$ cat config.mk
export PLATFORM = sky130hd
export DESIGN_NAME = signed_bcd_converter
export DESIGN_NICKNAME = d
export VERILOG_FILES = /design/src/rtl/bcd_pkg.sv /design/src/rtl/bcd_digit_adjust.sv /design/src/rtl/signed_bcd_converter.sv
export SDC_FILE = /design/constraint.sdc
export NUM_CORES = 1
export LEC_CHECK = 0
export BUFFER_PORTS_ARGS = -buffer_cell sky130_fd_sc_hd__buf_2
export CAP_MARGIN = 20
export CORE_MARGIN = 2
export CORE_UTILIZATION = 50
export DETAILED_ROUTE_END_ITERATION = 10
export GPL_TIMING_DRIVEN = 1
export HOLD_SLACK_MARGIN = 0.12
export PLACE_DENSITY_LB_ADDON = 0.25
export SYNTH_ARGS = -nofsm -noshare
export SYNTH_HDL_FRONTEND = slang
export SYNTH_SLANG_ARGS = --single-unit
$ cat constraint.sdc
create_clock -name clk -period 2.1 [get_ports clk]
set_clock_uncertainty 0.1 [all_clocks]
set_input_delay 0.42 -clock clk [delete_from_list [all_inputs] [get_ports clk]]
set_output_delay 0.42 -clock clk [all_outputs]
set_load 0.01 [all_outputs]
$ cat src/rtl/bcd_pkg.sv
// Shared types and constants for the signed binary to BCD converter.
package bcd_pkg;

    typedef enum logic [1:0] {StIdle, StShift, StDone} state_e;

    localparam logic [3:0] BLANK_CODE = 4'hF;

    // Internal digit count: ceil(width * log10(2)), never fewer than the presented digits.
    function automatic int unsigned calc_ni(input int unsigned width, input int unsigned digits);
        longint unsigned n;
        n = (longint'(width) * 64'd301029996 + 64'd999999999) / 64'd1000000000;
        if (n < longint'(digits)) begin
            n = longint'(digits);
        end
        return 32'(n);
    endfunction

endpackage

$ cat src/rtl/bcd_digit_adjust.sv
// One double-dabble correction cell: adds 3 to a BCD digit of 5 or more.
module bcd_digit_adjust (
    input  logic [3:0] value,
    output logic [3:0] adjusted
);

    assign adjusted = (value >= 4'd5) ? value + 4'd3 : value;

endmodule

$ cat src/rtl/signed_bcd_converter.sv
// Sequential signed binary to packed BCD converter (shift-add-3).
// Define BCD_BLANK_EN to replace leading zero digits with the blank code.
module signed_bcd_converter
    import bcd_pkg::*;
#(
    parameter int unsigned WIDTH  = 13,
    parameter int unsigned DIGITS = 4,
    localparam int unsigned SEL_W = (DIGITS > 1) ? $clog2(DIGITS) : 1
) (
    input  logic                  clk,
    input  logic                  reset_n,
    input  logic                  start,
    input  logic [WIDTH-1:0]      num,
    output logic                  busy,
    output logic                  done,
    output logic                  sign,
    output logic [4*DIGITS-1:0]   bcd,
    output logic                  overflow,
    input  logic [SEL_W-1:0]      digit_sel,
    output logic [3:0]            digit
);

    localparam int unsigned NI = calc_ni(WIDTH, DIGITS);
    localparam int unsigned CW = $clog2(WIDTH + 1);

    state_e              state_q, state_d;
    logic [CW-1:0]       cnt_q, cnt_d;
    logic [WIDTH-1:0]    mag_q, mag_d, mag_shift;
    logic [4*NI-1:0]     scr_q, scr_d, scr_adj, scr_shift;
    logic                neg_q, neg_d;
    logic                sign_q, sign_d;
    logic [4*DIGITS-1:0] bcd_q, bcd_d, bcd_res;
    logic                ovf_q, ovf_d, ovf_res;
`ifdef BCD_BLANK_EN
    logic                lead;
`endif

    for (genvar g = 0; g < NI; g++) begin : g_adj
        bcd_digit_adjust u_adj (
            .value    (scr_q[4*g +: 4]),
            .adjusted (scr_adj[4*g +: 4])
        );
    end

    assign {scr_shift, mag_shift} = {scr_adj, mag_q} << 1;

    // Result as it will look after the final shift; only consumed on the DONE entry edge.
    always_comb begin
        ovf_res = 1'b0;
        for (int i = DIGITS; i < NI; i++) begin
            if (scr_shift[4*i +: 4] != 4'd0) begin
                ovf_res = 1'b1;
            end
        end
        bcd_res = scr_shift[4*DIGITS-1:0];
        if (ovf_res) begin
            bcd_res = {DIGITS{4'h9}};
        end
`ifdef BCD_BLANK_EN
        else begin
            lead = 1'b1;
            for (int i = DIGITS - 1; i >= 1; i--) begin
                if (lead && bcd_res[4*i +: 4] == 4'd0) begin
                    bcd_res[4*i +: 4] = BLANK_CODE;
                end else begin
                    lead = 1'b0;
                end
            end
        end
`endif
    end

    always_comb begin
        state_d = state_q;
        cnt_d   = cnt_q;
        mag_d   = mag_q;
        scr_d   = scr_q;
        neg_d   = neg_q;
        sign_d  = sign_q;
        bcd_d   = bcd_q;
        ovf_d   = ovf_q;
        unique case (state_q)
            StIdle, StDone: begin
                if (start) begin
                    state_d = StShift;
                    neg_d   = num[WIDTH-1];
                    // Negation in WIDTH bits maps the most negative value to 2^(WIDTH-1).
                    mag_d   = num[WIDTH-1] ? -num : num;
                    scr_d   = '0;
                    cnt_d   = '0;
                end else begin
                    state_d = StIdle;
                end
            end
            StShift: begin
                scr_d = scr_shift;
                mag_d = mag_shift;
                cnt_d = cnt_q + CW'(1);
                if (cnt_q == CW'(WIDTH - 1)) begin
                    state_d = StDone;
                    sign_d  = neg_q;
                    bcd_d   = bcd_res;
                    ovf_d   = ovf_res;
                end
            end
            default: state_d = StIdle;
        endcase
    end

    always_ff @(posedge clk) begin
        if (!reset_n) begin
            state_q <= StIdle;
            cnt_q   <= '0;
            mag_q   <= '0;
            scr_q   <= '0;
            neg_q   <= 1'b0;
            sign_q  <= 1'b0;
            bcd_q   <= '0;
            ovf_q   <= 1'b0;
        end else begin
            state_q <= state_d;
            cnt_q   <= cnt_d;
            mag_q   <= mag_d;
            scr_q   <= scr_d;
            neg_q   <= neg_d;
            sign_q  <= sign_d;
            bcd_q   <= bcd_d;
            ovf_q   <= ovf_d;
        end
    end

    assign busy     = (state_q == StShift);
    assign done     = (state_q == StDone);
    assign sign     = sign_q;
    assign bcd      = bcd_q;
    assign overflow = ovf_q;

    always_comb begin
        digit = 4'h0;
        for (int i = 0; i < DIGITS; i++) begin
            if (digit_sel == SEL_W'(i)) begin
                digit = bcd_q[4*i +: 4];
            end
        end
    end

endmodule

==> metrics.txt <==
Max clock buf depth=2; slowest CP cell=dfxtp_1; Cells after Synth=320; die area=0.00619 sq mm; Worst Path Required=1.58 ns; critical-path cell list=nand2b_1, inv_1, buf_4, buf_2; fin crit period=1.88 ns; number of buffers created by CTS=5; global-route wire length before repair=between 9000 and 10000 microns; cts hold-fix bufs=0; most frequent cells in the layout=dfxtp_1, nand2_1, buf_2, a22oi_1, nor2b_1; Critical Path Start=state_q[1]$_SDFFE_PN0P_; Max-Cap Viols=0; VDD IR max=between 0.3 and 0.4 mV; die span in x=78.7 microns; top cell family by delay on the critical path=buffers and inverters; Ys Warns=0; register bit total from synthesis=53; Yosys cell types=40; Max Slew Vio Count=0; largest family of logic cells by synthesized area=compound AO/OA/AOI/OAI gates; sequential share of the synthesized area=38.1%; core box area=0.00544 sq mm; status=completed; Pre-antenna DRT Iters=5; Post-Synthesis Cell Area=0.00279 sq mm; crit path buf inv count=3; largest net degree at the start of global routing=27; initial antenna violation count=0; Main synth FF type=dfxtp_1; routed len/inst=13.1 microns; P_leak=between 1 and 1.5 nW; Final Hold Fails=0; Worst path depth=4; Final Wtd Congestion=0.762; Critical Path Sink Type=output port; grt ovf=0; H-Tree Depth=2; fillers=528; WS Path Type=flop to output port; PD cells=575 mW/mm^2; fin crit share=approximately 90%; critical path startpoint category=flop; crit path to=busy; I/O pins=42; Via density=5.40; EDFF count, synth=0; via count=roughly 2300; Synth Area in Compound Gates=21.4%; row count=27; post-synth net total=roughly 350; DIE HEIGHT=78.7 microns; CTS tree=done; FFs w/ async S/R, synth=0%; Initial DRC Count=85; Worst R2R Start=scr_q[0]$_SDFFE_PN0P_; Nets=386; vias in the first global route=2011; Clock power frac=30.5%; Sw Pwr=0.456 mW; Sink Count=53; reg-to-reg slack, setup=0.35 ns; Setup Viol. Count Final=0; unrepaired setup endpoints after global routing=false; Worst R2R Path Depth=7; CTS clock-pin slew for the worst setup and hold paths=0.09 ns; Slowest Stage Delay on Critical Path=0.31 ns; DRC viols=0; Reg power frac=57.8%; Net Sw Frac=25.2%; Hold Slack=0.329 ns; reg2reg end=bcd[2]$_SDFFE_PN0P_; Clock Tree Root=clkbuf_8; post-synthesis xor/xnor area fraction=4.40%; gr usage total=19.0%; adder-cell share of the synthesized area=4.94%; clock latency on the worst-skew pair=0.30 ns; post-CTS sizing=0; worst path arrival time=roughly 1.4 ns; combinational power share=11.7%; Post-CTS Setup Inserts=0; Power, Total=1.81 mW; Layout Area Growth over Synthesis=13.0%; CP Max Fanout=12; simple logic cell fraction of the synthesized area=21.1%; Fmax=531 MHz; multiplexer share of the synthesized area=5.03%; ratio of cells with drive above 1 in the final layout=18.7%; Initial Util=51.2%; Syn Area/Cell=8.71 sq um; most common cell after layout, fill and taps aside=dfxtp_1; antenna cells=0; Routed Antenna Nets=0; Hold/Removal Path Class=input port to flop; port buffer count=40; P_int=1.35 mW; total routed wirelength=5650 microns; hpwl dp=between 4000 and 5000 microns
-- power groups by stage --
stage	Clock, mW	Combinational, mW	Sequential [mW]
2_1_floorplan	0	0.143	1.07
3_3_place_gp	0	0.208	1.07
3_5_place_dp	0	0.212	1.07
4_1_cts	0.565	0.212	1.05
5_1_grt	0.600	0.237	1.05
6_report	0.552	0.211	1.05
-- sequential cells by signal, summed over array words and instances (netlist names) --
name / flops
bcd: 16
sign: 1
mag_q: 13
cnt_q: 4
scr_q: 16
state_q: 2
neg_q: 1
-- per-stage QoR --
step / setup slack [ns] / instance area, sq um / cells / TNS, ns / util, %
after floorplan: 0.181 / 2790 / 320 / 0 / -
after global placement: 0.0260 / 3070 / 422 / 0 / 56.4
after detailed placement: -0.0514 / 3070 / 422 / -0.0514 / 56.4
after CTS: 0.182 / 3150 / 430 / 0 / 57.9
after global routing: 0.0955 / 3150 / 430 / 0 / 57.9
final: 0.216 / 3150 / 430 / 0 / 57.9
-- cell usage after synthesis (all sizes together), types with 3 or more instances --
cell    instances  share of area [%]
a22o            4                1.3
a21oi          11                2.0
xor2            7                2.2
o21ai          20                3.6
and2            5                1.1
mux4            4                3.2
nor3            5               0.90
nor2           12                1.6
a22oi          20                5.4
dfxtp          53                 38
mux2i           5                1.8
buf             8                1.5
nor3b           7                1.9
xnor2           7                2.2
or4             3               0.94
nand2          41                5.5
nand3           7                1.3
a21boi         18                4.8
o31ai           4                1.4
o211a           4                1.4
nand2b         10                2.2
nor2b          19                4.3
ha             11                4.9
clkbuf         12                1.6
inv            13                1.8
-- area by class of cell --
class / instances / area (sq um) / area share [%]
clock inverters: 2 / 10.0 / 0.318
multi-input cells: 234 / 1590 / 50.5
flip-flops and latches: 53 / 1060 / 33.7
repair buffers: 50 / 275 / 8.74
clock buffers: 6 / 72.6 / 2.31
inverters: 13 / 48.8 / 1.55
well taps: 72 / 90.1 / 2.86
-- cell families (layout without fill, tap and decap cells) --
| logic type | count (synthesis) | count (layout) |
|---|---|---|
| adder cells (fa/ha/maj) | 11 | 11 |
| AO/OA/AOI/OAI | 85 | 85 |
| buffers and inverters | 33 | 71 |
| flip-flops | 53 | 53 |
| other | 1 | 1 |
| multiplexers | 9 | 9 |
| XOR/XNOR | 14 | 14 |
| AND/OR/NAND/NOR | 114 | 114 |
-- worst register-to-register path: stages, from the launching register on --
cell and delay, ns:
dfxtp_1 0.36, inv_1 0.08, ha_1 0.23, nand2b_1 0.09, a21oi_1 0.26, mux2i_1 0.28
nand2_1 0.08, a21boi_0 0.18
-- routing by layer --
layer / track usage (%) / routed length [microns] / vias up / part of all wire [%]
met5: 0 / 0 / - / 0
met2: 31.0 / 2640 / 52 / 47
met4: 5.26 / 48 / 0 / 0.85
met3: 3.45 / 233 / 6 / 4.1
met1: 25.6 / 2730 / 1070 / 48
li1: - / - / 1194 / -
-- how the worst min path moves through the flow --
| stage | from | to | cells after the start |
|---|---|---|---|
| floorplan | mag_q[1]$_SDFFE_PN0P_ | mag_q[2]$_SDFFE_PN0P_ | 2 |
| global placement | neg_q$_SDFFE_PN0P_ | sign$_SDFFE_PN0P_ | 2 |
| detailed placement | mag_q[1]$_SDFFE_PN0P_ | mag_q[2]$_SDFFE_PN0P_ | 2 |
| CTS | num[8] | mag_q[8]$_SDFFE_PN0P_ | 3 |
| global route | num[11] | mag_q[11]$_SDFFE_PN0P_ | 3 |
| finish | num[8] | mag_q[8]$_SDFFE_PN0P_ | 3 |
Power figures use the tool's default switching activity.
